--- src/rtl/ctrl_defs.sv ---
// rtl/ctrl_defs.sv - shared constants and encodings for the writeback controller
// Purpose: FSM state encoding, MIPS opcode/funct constants, RegDst and
//          write-data source encodings used by ctrl_writeback and decod_wb.
// Ports:   none (package).
package ctrl_defs;

    typedef enum logic [1:0] {
        ST_IDLE   = 2'd0,
        ST_DECODE = 2'd1,
        ST_MEM    = 2'd2,
        ST_WB     = 2'd3
    } state_t;

    localparam logic [5:0] OP_RTYPE = 6'h00;
    localparam logic [5:0] OP_JAL   = 6'h03;
    localparam logic [5:0] OP_ADDI  = 6'h08;
    localparam logic [5:0] OP_ADDIU = 6'h09;
    localparam logic [5:0] OP_SLTI  = 6'h0A;
    localparam logic [5:0] OP_LUI   = 6'h0F;
    localparam logic [5:0] OP_LW    = 6'h23;

    localparam logic [5:0] FN_JR    = 6'h08;

    // RegDst mux selects; 011..111 are reserved and never produced
    localparam logic [2:0] DST_RT = 3'b000;
    localparam logic [2:0] DST_RD = 3'b001;
    localparam logic [2:0] DST_RA = 3'b010;

    // register write-data source
    localparam logic [1:0] SRC_ALU = 2'b00;
    localparam logic [1:0] SRC_MEM = 2'b01;
    localparam logic [1:0] SRC_PC4 = 2'b10;
    localparam logic [1:0] SRC_LUI = 2'b11;

endpackage

--- src/rtl/decod_wb.sv ---
// rtl/decod_wb.sv - combinational writeback decode table
// Purpose: maps a latched opcode/funct pair to the RegDst select, write-data
//          source, register-write enable and load flag.
// Ports:   opcode, funct (in, 6 each); reg_dst (out, 3); mem_src (out, 2);
//          wr (out, 1); is_load (out, 1).
import ctrl_defs::*;

module decod_wb (
    input  logic [5:0] opcode,
    input  logic [5:0] funct,
    output logic [2:0] reg_dst,
    output logic [1:0] mem_src,
    output logic       wr,
    output logic       is_load
);

    always_comb begin
        reg_dst = DST_RT;
        mem_src = SRC_ALU;
        wr      = 1'b0;
        is_load = 1'b0;
        case (opcode)
            OP_RTYPE: begin
                reg_dst = DST_RD;
                wr      = (funct != FN_JR);
            end
            OP_LW: begin
                mem_src = SRC_MEM;
                wr      = 1'b1;
                is_load = 1'b1;
            end
            OP_ADDI, OP_ADDIU, OP_SLTI: begin
                wr      = 1'b1;
            end
            OP_LUI: begin
                mem_src = SRC_LUI;
                wr      = 1'b1;
            end
            OP_JAL: begin
                reg_dst = DST_RA;
                mem_src = SRC_PC4;
                wr      = 1'b1;
            end
            default: begin
                wr      = 1'b0;
            end
        endcase
    end

endmodule

--- src/rtl/ctrl_writeback.sv ---
// rtl/ctrl_writeback.sv - IDLE/DECODE/MEM/WB writeback control FSM
// Purpose: accepts one instruction at a time, decodes its writeback controls,
//          waits for load data, then pulses done/reg_write for one cycle.
// Ports:   clk, reset (sync, active-high), instr_valid, opcode[5:0],
//          funct[5:0], mem_ready (in); reg_dst_sel[2:0], mem_to_reg_sel[1:0],
//          reg_write, mem_read, busy, done, err (out).
// Config:  CTRL_WB_TIMEOUT_EN enables the MEM-wait timeout counter and err
//          pulse; TIMEOUT_CYCLES sets the MEM cycle limit.
import ctrl_defs::*;

module ctrl_writeback #(
    parameter int TIMEOUT_CYCLES = 16
) (
    input  logic       clk,
    input  logic       reset,
    input  logic       instr_valid,
    input  logic [5:0] opcode,
    input  logic [5:0] funct,
    input  logic       mem_ready,
    output logic [2:0] reg_dst_sel,
    output logic [1:0] mem_to_reg_sel,
    output logic       reg_write,
    output logic       mem_read,
    output logic       busy,
    output logic       done,
    output logic       err
);

    state_t     state;
    state_t     state_n;
    logic [5:0] op_q;
    logic [5:0] fn_q;
    logic [2:0] dec_dst;
    logic [1:0] dec_src;
    logic       dec_wr;
    logic       dec_load;
    logic       timeout;

    decod_wb u_decod (
        .opcode  (op_q),
        .funct   (fn_q),
        .reg_dst (dec_dst),
        .mem_src (dec_src),
        .wr      (dec_wr),
        .is_load (dec_load)
    );

`ifdef CTRL_WB_TIMEOUT_EN
    localparam int CW = $clog2(TIMEOUT_CYCLES + 1);

    logic [CW-1:0] cnt;
    logic          err_q;

    // cnt holds the number of MEM cycles already spent, so the last allowed
    // MEM cycle is the one where cnt reaches TIMEOUT_CYCLES-1
    assign timeout = (state == ST_MEM) && !mem_ready &&
                     (cnt == CW'(TIMEOUT_CYCLES - 1));

    always_ff @(posedge clk) begin
        if (reset) begin
            cnt   <= '0;
            err_q <= 1'b0;
        end else begin
            cnt   <= (state == ST_MEM) ? cnt + 1'b1 : '0;
            err_q <= timeout;
        end
    end

    assign err = err_q;
`else
    wire unused_timeout_cfg = (TIMEOUT_CYCLES == 0);

    assign timeout = 1'b0;
    assign err     = 1'b0;
`endif

    always_ff @(posedge clk) begin
        if (reset) begin
            state <= ST_IDLE;
            op_q  <= '0;
            fn_q  <= '0;
        end else begin
            state <= state_n;
            if (state == ST_IDLE && instr_valid) begin
                op_q <= opcode;
                fn_q <= funct;
            end
        end
    end

    always_comb begin
        state_n        = state;
        reg_dst_sel    = 3'b000;
        mem_to_reg_sel = 2'b00;
        reg_write      = 1'b0;
        mem_read       = 1'b0;
        busy           = 1'b0;
        done           = 1'b0;
        case (state)
            ST_IDLE: begin
                if (instr_valid) state_n = ST_DECODE;
            end
            ST_DECODE: begin
                busy           = 1'b1;
                reg_dst_sel    = dec_dst;
                mem_to_reg_sel = dec_src;
                state_n        = dec_load ? ST_MEM : ST_WB;
            end
            ST_MEM: begin
                busy           = 1'b1;
                mem_read       = 1'b1;
                reg_dst_sel    = dec_dst;
                mem_to_reg_sel = dec_src;
                // mem_ready wins over an expiring timeout in the same cycle
                if (mem_ready)    state_n = ST_WB;
                else if (timeout) state_n = ST_IDLE;
            end
            ST_WB: begin
                busy           = 1'b1;
                done           = 1'b1;
                reg_write      = dec_wr;
                reg_dst_sel    = dec_dst;
                mem_to_reg_sel = dec_src;
                state_n        = ST_IDLE;
            end
            default: state_n = ST_IDLE;
        endcase
    end

endmodule

--- config.mk ---
export PLATFORM = sky130hd
export DESIGN_NAME = ctrl_writeback
export DESIGN_NICKNAME = d
export VERILOG_FILES = /design/src/rtl/ctrl_defs.sv /design/src/rtl/decod_wb.sv /design/src/rtl/ctrl_writeback.sv
export SDC_FILE = /design/constraint.sdc
export NUM_CORES = 1
export LEC_CHECK = 0
export ABC_CLOCK_PERIOD_IN_PS = 3950
export CORE_UTILIZATION = 35
export CTS_CLUSTER_DIAMETER = 50
export DETAILED_ROUTE_END_ITERATION = 10
export PLACE_DENSITY = 0.65
export SYNTH_ARGS = -nofsm -noshare
export SYNTH_HDL_FRONTEND = slang
export SYNTH_SLANG_ARGS = --single-unit
--- constraint.sdc ---
create_clock -name clk -period 3.95 [get_ports clk]
set_input_delay 0.395 -clock clk [delete_from_list [all_inputs] [get_ports clk]]
set_output_delay 0.395 -clock clk [all_outputs]
set_load 0.01 [all_outputs]
== After elaboration in Yosys (flattened, before gate mapping) ==
Cells that the tools add are included.

* Equal/unequal tests: 12
* Mux-type cells: 14
* Reduce and logical (&&, ||, !) cells: 6

{| class="wikitable"
|+ Operator list
! kind !! count
|-
| $eq 6x4->1 const B || 4
|-
| $pmux 2 s4 || 1
|-
| $eq 6x2->1 const B || 1
|-
| $eq 6x6->1 const B || 1
|-
| $logic_not 6->1 || 1
|-
| $mux 1 || 6
|-
| $mux 2 || 3
|-
| $ne 6x4->1 const B || 1
|-
| $pmux 2 s3 || 1
|-
| $reduce_or 6->1 || 1
|-
| $eq 2x2->1 const B || 2
|-
| $ne 2x2->1 const B || 2
|-
| $pmux 2 s2 || 1
|-
| $mux 3 || 1
|-
| $reduce_or 3->1 || 1
|-
| $eq 2x1->1 const B || 1
|-
| $logic_not 2->1 || 1
|-
| $pmux 1 s2 || 1
|-
| $reduce_and 2->1 || 1
|-
| $logic_and 1x1->1 || 1
|}

* Register bits: 14
* Bits of input ports: 16
* Output and inout port bits: 10
* Logic and storage cells: 35

== Depth between registers and ports, before layout ==
Gate-level depths: netlist of run 1.

* Word-level depth: 4
* Gate-level depth with buffers: 6
* Mapped depth without buffers: 6

== Modules after synthesis ==
A second synthesis of run 1 with hierarchy kept.

* Cells, all modules: 105
* Area, all modules: 803.3 µm²

{| class="wikitable"
|+ By module, submodules not included
! module !! instances !! cells an instance !! area an instance (µm²) !! seq. area each (µm²)
|-
| ctrl_writeback || 1 || 82 || 649.4 || 280.3
|-
| decod_wb || 1 || 23 || 153.9 || 0.0
|}

== Worst setup path before layout of run 1 ==
Ideal clock, no wire load.

* Kind: register -> output
* Start point: register op_q[2]
* End point: output reg_write
* Arrival time: 1450 ps
* Data required time: 3555 ps
* Slack: 2105 ps
* Cell stages (with the launch flop): 5
* Buffers on the path: 0
* Cells stage by stage: dfxtp_1 -> or3_1 -> or4_1 -> a31oi_1 -> a22o_1

* Word-level cells in the longest chain between the ends: 4
* Elaborated cells on any way between the ends: 10
* Classes of those cells: 6 x eq/ne; 2 x mux; 2 x reduce/logical

{| class="wikitable"
|+ RTL lines
! what !! RTL line !! source
|-
| start, declared || ctrl_writeback.sv:31 || <nowiki>logic [5:0] op_q;</nowiki>
|-
| start signal, assigned || ctrl_writeback.sv:85 || <nowiki>op_q <= opcode;</nowiki>
|-
| $eq 6x6->1 (tied with other cells) || decod_wb.sv:22 || <nowiki>case (opcode)</nowiki>
|-
| $reduce_or 6->1 (no line) || - ||
|-
| $pmux 1 s2 * || decod_wb.sv:22 ||
|-
| $mux 1 * || ctrl_writeback.sv:99 || <nowiki>case (state)</nowiki>
|-
| end, declared || ctrl_writeback.sv:22 || <nowiki>output logic reg_write,</nowiki>
|}

Every way passes the cells marked *; elsewhere a longest branch is shown, timed or not.

== Final worst setup path of run 1 ==
Same ends and word-level chain as after synthesis.

==> results of run 1 <==
-- cells in the mapped netlist (all sizes together) (2+ instances only) --
library cell / number
or3: 2
mux2i: 2
buf: 2
o22ai: 2
ha: 5
inv: 6
clkbuf: 3
nand2: 27
dfxtp: 14
a21oi: 14
nor2: 4
-- routing by layer --
| metal | track usage [%] | vias to the layer above |
|---|---|---|
| met1 | 18.3 | 305 |
| met3 | 2.31 | 2 |
| met4 | 3.43 | 0 |
| met5 | 0 | - |
| li1 | - | 356 |
| met2 | 24.7 | 20 |
-- power by group through the flow --
stage	Combinational, mW	Clock, mW	Sequential (mW)
2_1_floorplan	0.168	0	0.200
3_3_place_gp	0.249	0	0.205
3_5_place_dp	0.254	0	0.208
4_1_cts	0.254	0.101	0.204
5_1_grt	0.283	0.108	0.211
6_report	0.251	0.100	0.205
-- cell type report --
class                           count  area, um2
Clock buffer                        4       36.3
Fill cell                         201        943
Inverter                            6       22.5
Multi-Input combinational cell     71        395
Sequential cell                    14        280
Tap cell                           27       33.8
Timing Repair Buffer               23        230
-- tightest hold or removal path, delay by kind of cell (launching register included) --
family	cells	cell delay [ns]
and+or+nand+nor	1	0.05
AOI/OAI and AO/OA	1	0.05
DFF	1	0.32
-- metrics by stage --
stage / cells / hold slack (ns) / worst slack, ns / area (um2) / total power, mW
2_1_floorplan: 96 / 0.436 / 2.11 / 724 / 0.368
3_3_place_gp: 141 / 0.445 / 1.60 / 962 / 0.455
3_5_place_dp: 141 / 0.451 / 1.50 / 962 / 0.461
4_1_cts: 145 / 0.462 / 1.19 / 998 / 0.560
5_1_grt: 145 / 0.483 / 1.11 / 998 / 0.602
6_report: 145 / 0.460 / 1.19 / 998 / 0.556
-- worst min path at each step --
stage / from / to / slack, ns / depth (start not counted)
floorplan: fn_q[5]$_SDFFE_PP0P_ / fn_q[5]$_SDFFE_PP0P_ / 0.44 / 2
detailed placement: fn_q[2]$_SDFFE_PP0P_ / fn_q[2]$_SDFFE_PP0P_ / 0.45 / 2
global placement: fn_q[2]$_SDFFE_PP0P_ / fn_q[2]$_SDFFE_PP0P_ / 0.45 / 2
global route: fn_q[3]$_SDFFE_PP0P_ / fn_q[3]$_SDFFE_PP0P_ / 0.48 / 2
finish: fn_q[2]$_SDFFE_PP0P_ / fn_q[2]$_SDFFE_PP0P_ / 0.46 / 2
CTS: fn_q[2]$_SDFFE_PP0P_ / fn_q[2]$_SDFFE_PP0P_ / 0.46 / 2
-- cell families (layout without fill, tap and decap cells) --
logic type	count (synthesis)	after routing
adders and majority gates	5	5
AOI/OAI and AO/OA	20	20
buffers and inverters	11	33
muxes	3	3
DFF	14	14
xor gates and xnor gates	1	1
other	1	2
and+or+nand+nor	40	40
-- state kept, by name (all words and copies together), names as in the netlist --
signal and count:
fn_q 6, op_q 6, state 2
==> impl_metrics.tcl, run 1 <==
set metrics [dict create \
    cp.buffers_inverters 1 \
    drt_wl_total_mm 1.46 \
    critPathKind "flip-flop to output port" \
    p_sw_mw 0.206 \
    synthAdderAreaFrac_pct 8.68 \
    coreArea_mm2 0.00194 \
    wl_per_cell_um 10.1 \
    min_path_type "flip-flop to flip-flop" \
    synth_top_area_share_pct 38.9 \
    area_growth_pct 38.5 \
    grt_pass1_vias 573 \
    p_clk_share_pct 18.0 \
    fp-row-count 16 \
    path_clk_slew_ns 0.08 \
    utilization_pct 51.4 \
    dr.max_layer_used "met4" \
    critPathArrivalTime_ns 2.36 \
    fin_crit_sh_pct 69.8 \
    yosys-mux-area-fraction_pct 4.34 \
    yosys.area_share.simple_pct 24.1 \
    maxSlewHeadroom_pct 66.5 \
    vias 683 \
    r2r_end "op_q[2]$_SDFFE_PP0P_" \
    dieArea_mm2 0.00224 \
    layout_commonest_cell "nand2_1" \
    grt_start_max_net_pins 15 \
    r2r_setup_slack_ns 2.54 \
    cts-resized-gates 0 \
    gp_routability_congestion 0.797 \
    yosys_warnings 0 \
    p_int_mw 0.351 \
    overflow 0 \
    drive_gt1_share_pct 4.24 \
    cts_hold_buf 0 \
    synth_edf_count 0 \
    powerDensity_mw_per_mm2 557 \
    met1_length_um 709 \
    nets 140 \
    synth_xor_area_share_pct 1.22 \
    cts_buffers 3 \
    worstSetupStartpointType "flip-flop" \
    ant_nets 0 \
    async_reset_ff_share_pct 0 \
    ys_seq_area_share_pct 38.9 \
    netlist_top_cells_area "dfxtp_1 39%, nand2_1 14%, a21oi_1 9.7%, ha_1 8.7%, inv_1 3.1%" \
    pwr-share-seq_pct 36.8 \
    ys_dominant_reg_cell "dfxtp_1" \
    port_buffers 23 \
    cp.depth 5 \
    drv_slew 0 \
    setup_violations 0 \
    cts_tree "yes" \
    start_util_pct 37.1 \
    min_period_ns 2.76 \
    n_antenna_cell 0 \
    syn_inst 95 \
    outcome "finished clean" \
    worst_slew_pin_slew_ns 0.501 \
    insertion_delay_ns 0.27 \
    viasPerCell 4.71 \
    synth_top_family_by_area "simple AND/OR/NAND/NOR gates" \
    crit_slowest_cell "clkdlybuf4s50_1" \
    clock_sinks 14 \
    cpLargestDelayFamily "simple AND/OR/NAND/NOR gates" \
    yosys.area.top_type "dfxtp_1" \
    p_sw_share_pct 37.0 \
    irDropWorstVdd_mv 0.358 \
    drv_cap 0 \
    cts_setup_buffers 0 \
    cts_root_buffer "clkbuf_4" \
    finClkSkew_ns 0.00221 \
    htree_levels 1 \
    drt_iter0_drc 7 \
    ios 26 \
    slowest_delay_ns 0.53 \
    crit_end "reg_write" \
    wl_met2_um 675 \
    cp-end-kind "output port" \
    reg2reg_depth 5 \
    grt_pass1_wl_mm 2.28 \
    clockBufferDepth 2 \
    r2r_start "state[0]$_SDFFE_PP0P_" \
    wl_met3_um 64 \
    avgSynthCellArea_um2 7.59 \
    critPathMaxFanout 6 \
    syn-cell-area_um2 721 \
    grt_use_total_pct 14.2 \
    synth.distinct_cells 25 \
    leakage_nw 0.394 \
    die_w_um 47.4 \
    route.detailed.drc 0 \
    antenna_found_initial 0 \
    synth_compound_area_share_pct 15.5 \
    firstDrtPassIters 2 \
    die_h_um 47.4 \
    mostFrequentLayoutCells "27 x nand2_1, 23 x clkdlybuf4s50_1, 14 x a21oi_1, 14 x dfxtp_1, 6 x inv_1" \
    rsz0062_at_grt "false" \
    hold_viol_final 0 \
    startpoint "op_q[2]$_SDFFE_PP0P_" \
    dp_hpwl_mm 1.12 \
    comb_power_share_pct 45.2 \
    path_cells "or3_1, or4_1, a31oi_1, a22o_1, clkdlybuf4s50_1" \
    fmax_mhz 363 \
    tns_ns 0 \
    critPathRequiredTime_ns 3.56 \
    ys_seq_elements 14 \
]
Note: power is estimated with default switching activity, not from simulation.
==> run 2: changes to the inputs <==
ABC_CLOCK_PERIOD_IN_PS = 2700   (was 3950)
clock period = 2.7 ns   (was 3.95 ns; I/O delays follow)
==> impl_metrics.tcl, run 2 (synthesis results as in run 1) <==
set metrics [dict create \
    outcome "finished clean" \
    finClkSkew_ns 0.000890 \
    n_antenna_cell 0 \
    p_int_mw 0.514 \
    nets 140 \
    tns_ns 0 \
    fill_cells 214 \
    insertion_delay_ns 0.28 \
    cts_buffers 3 \
    p_sw_share_pct 37.2 \
    fmax_mhz 381 \
    drt_wl_total_mm 1.48 \
    critPathArrivalTime_ns 2.36 \
    grt_start_max_net_pins 15 \
    layout_commonest_cell "nand2_1" \
    drt_iter0_drc 13 \
    drive_gt1_share_pct 5.93 \
    gp_routability_congestion 0.797 \
    cts_tree "yes" \
    die_w_um 47.4 \
    drv_cap 0 \
    die_h_um 47.4 \
    hold_viol_final 0 \
    wl_per_cell_um 10.2 \
    area_growth_pct 38.9 \
    mostFrequentLayoutCells "27 x nand2_1, 23 x clkdlybuf4s50_1, 14 x a21oi_1" \
    leakage_nw 0.395 \
    fp-row-count 16 \
    reg_top3 "fn_q (6), op_q (6), state (2)" \
    dp_hpwl_mm 1.13 \
    rsz0062_at_grt "false" \
    overflow 0 \
    place_ws_ns 0.373 \
    p_sw_mw 0.304 \
    fin_crit_sh_pct 97.3 \
    clockBufferDepth 2 \
    viasPerCell 4.72 \
    htree_levels 1 \
    finalPower_mw 0.818 \
    critPathMaxFanout 6 \
    route.detailed.drc 0 \
    pwr-share-seq_pct 36.9 \
    clock_sinks 14 \
    critPathKind "flip-flop to output port" \
    start_util_pct 37.1 \
    min_period_ns 2.63 \
    antenna_found_initial 0 \
    setup_violations 0 \
    setup_ws_ns 0.0740 \
    powerDensity_mw_per_mm2 817 \
    irDropWorstVdd_mv 0.402 \
    ant_nets 0 \
    firstDrtPassIters 4 \
    min_path_type "flip-flop to flip-flop" \
    reg2reg_depth 6 \
    port_buffers 23 \
    coreArea_mm2 0.00194 \
    critPathRequiredTime_ns 2.43 \
    dieArea_mm2 0.00224 \
    drv_slew 0 \
    path_clk_slew_ns 0.08 \
    ios 26 \
    cts_root_buffer "clkbuf_4" \
    grt_use_total_pct 14.8 \
    cp-end-kind "output port" \
    grt_pass1_vias 579 \
    grt_pass1_wl_mm 2.29 \
    comb_power_share_pct 45.0 \
    holdPathStages 2 \
    worstSetupStartpointType "flip-flop" \
    p_clk_share_pct 18.1 \
    vias 684 \
]
run 2: cell counts in the layout (fill, tap and decap cells not counted):
No cell type changed its count.
run 2: final cells by class:
class	count	area [um2]	area share [%]
clock buffers	4	36.3	3.62
flip-flops and latches	14	283	28.2
well taps	27	33.8	3.38
repair buffers	23	230	23.0
inverters	6	22.5	2.25
multi-input cells	71	395	39.5
run 2: what timing repair did:
action / CTS / global route
gates resized for setup: 0 / 2
setup endpoints to repair: 0 / 1
hold endpoints to repair: 0 / 0
hold buffers: 0 / 0
buffers inserted: 0 / 0
run 2: critical path, cell delays in order, from the launching register on:
cell	delay [ns]
dfxtp_2	0.35
or3_1	0.40
or4_1	0.45
a31oi_1	0.20
a22o_1	0.15
clkdlybuf4s50_1	0.53
run 2: per-layer routing:
layer	vias to the layer above	global-route usage, %	part of all wire [%]
li1	355	-	-
met1	299	17.4	46
met2	28	25.2	46
met3	2	3.46	6.7
met4	0	6.86	1.4
met5	-	0	0
run 2: path summary, 6_finish.rpt:
path / from / to / slack (ns)
worst max-delay path: op_q[2]$_SDFFE_PP0P_ / reg_write / 0.07
worst max register to register: state[0]$_SDFFE_PP0P_ / state[0]$_SDFFE_PP0P_ / 1.28
worst min-delay path: fn_q[2]$_SDFFE_PP0P_ / fn_q[2]$_SDFFE_PP0P_ / 0.46
worst min register to register: fn_q[2]$_SDFFE_PP0P_ / fn_q[2]$_SDFFE_PP0P_ / 0.46
run 2: power by group through the flow:
stage | sequential (mW) | clock, mW | combinational (mW)
3_3_place_gp | 0.300 | 0 | 0.365
6_report | 0.302 | 0.148 | 0.368
2_1_floorplan | 0.292 | 0 | 0.246
5_1_grt | 0.310 | 0.164 | 0.413
4_1_cts | 0.299 | 0.154 | 0.372
3_5_place_dp | 0.303 | 0 | 0.372
run 2: stage by stage:
step	area (um2)	util (%)	cells	hold WS, ns
after detailed placement	962	49.5	141	0.450
after floorplan	724	-	96	0.339
after CTS	998	51.4	145	0.462
after global routing	1000	51.5	145	0.484
after global placement	962	49.5	141	0.445
final	1000	51.5	145	0.456
==> run 3: changes to the inputs <==
RECOVER_POWER = 100   (was not set)
==> impl_metrics.tcl, run 3 (synthesis results as in run 1) <==
set metrics [dict create \
    grt_pass1_vias 579 \
    worstSetupStartpointType "flip-flop" \
    setup_violations 0 \
    clockBufferDepth 2 \
    finalPower_mw 0.806 \
    die_w_um 47.4 \
    grt_use_total_pct 14.8 \
    ant_nets 0 \
    cp-end-kind "output port" \
    wl_per_cell_um 10.2 \
    min_path_type "flip-flop to flip-flop" \
    maxSlewHeadroom_pct 61.3 \
    seq_area_um2 283 \
    powerDensity_mw_per_mm2 805 \
    clock_sinks 14 \
    drt_iter0_drc 13 \
    dp_hpwl_mm 1.13 \
    mostFrequentLayoutCells "27 x nand2_1, 16 x clkdlybuf4s50_1, 14 x a21oi_1" \
    critPathMaxFanout 6 \
    port_buffers 23 \
    route.detailed.drc 0 \
    critPathRequiredTime_ns 2.43 \
    coreArea_mm2 0.00194 \
    irDropWorstVdd_mv 0.400 \
    drv_cap 0 \
    cts_setup_buffers 0 \
    firstDrtPassIters 4 \
    antenna_found_initial 0 \
    outcome "finished clean" \
    overflow 0 \
    hold_viol_final 0 \
    critPathArrivalTime_ns 2.36 \
    dieArea_mm2 0.00224 \
    start_util_pct 37.1 \
    leakage_nw 0.415 \
    rsz0062_at_grt "false" \
    reg_top3 "fn_q (6), op_q (6), state (2)" \
    vias 682 \
    grt_start_max_net_pins 15 \
    cts_root_buffer "clkbuf_4" \
    worst_slew_pin_slew_ns 0.580 \
    critPathKind "flip-flop to output port" \
    insertion_delay_ns 0.28 \
    multiInputGateArea_um2 395 \
    drv_slew 0 \
    tns_ns 0 \
    nets 140 \
    drive_gt1_share_pct 5.93 \
    cts_buffers 3 \
    htree_levels 1 \
    cts_tree "yes" \
    fp-row-count 16 \
    fill_cells 214 \
    path_clk_slew_ns 0.08 \
    drt_wl_total_mm 1.48 \
    layout_commonest_cell "nand2_1" \
    n_antenna_cell 0 \
    grt_pass1_wl_mm 2.29 \
    fmax_mhz 380 \
    min_period_ns 2.63 \
    die_h_um 47.4 \
    area_growth_pct 38.9 \
    fin_crit_sh_pct 97.4 \
    finClkSkew_ns 0.000890 \
    gp_routability_congestion 0.797 \
    viasPerCell 4.70 \
    ios 26 \
]
run 3: cell types whose count changed in the layout (fill, tap and decap cells not counted), sizes merged:
cell and change:
dlygate4sd3 +7, clkdlybuf4s50 -7
run 3: final timing paths:
path                                       startpoint  cells past startpoint  slack (ns)              endpoint
worst max-delay path             op_q[2]$_SDFFE_PP0P_                      5        0.07             reg_write
worst min-delay path             fn_q[2]$_SDFFE_PP0P_                      2        0.46  fn_q[2]$_SDFFE_PP0P_
worst max register to register  state[0]$_SDFFE_PP0P_                      5        1.17  fn_q[3]$_SDFFE_PP0P_
worst min register to register   fn_q[2]$_SDFFE_PP0P_                      2        0.46  fn_q[2]$_SDFFE_PP0P_
run 3: report_power, final:
group	switching (mW)	internal (mW)	leakage, nW
sequential	0.0459	0.256	0.116
clock	0.0662	0.0821	0.0210
combinational	0.191	0.165	0.278
total	0.303	0.503	0.415
run 3: timing repair:
| action | in CTS | in global routing |
|---|---|---|
| setup endpoints to repair | 0 | 1 |
| resized for setup | 0 | 2 |
| hold buffers | 0 | 0 |
run 3: critical path, stage by stage, from the launching register on:
cell	delay [ns]
dfxtp_2	0.35
or3_1	0.40
or4_1	0.45
a31oi_1	0.21
a22o_1	0.15
clkdlybuf4s50_1	0.53
run 3: cell type report:
class	instances	share of cell area, %
clock buffers	4	3.62
inverters	6	2.25
multi-input cells	71	39.5
flip-flops and latches	14	28.2
well taps	27	3.38
repair buffers	23	23.0
run 3: metrics by stage:
| step | cells | worst slack (ns) | util (%) | instance area [um2] | hold slack (ns) |
|---|---|---|---|---|---|
| after floorplan | 96 | 0.980 | - | 724 | 0.339 |
| after CTS | 145 | 0.0542 | 51.4 | 998 | 0.462 |
| after global routing | 145 | 0.00761 | 51.5 | 1000 | 0.484 |
| after detailed placement | 141 | 0.373 | 49.5 | 962 | 0.450 |
| after global placement | 141 | 0.475 | 49.5 | 962 | 0.445 |
| final | 145 | 0.0704 | 51.5 | 1000 | 0.456 |
run 3: per-layer routing:
layer / vias to the layer above / track usage, % / part of all wire (%)
met5: - / 0 / 0
met4: 0 / 6.86 / 1.4
met3: 2 / 3.46 / 6.0
met2: 26 / 25.2 / 46
met1: 298 / 17.4 / 46
li1: 356 / - / -
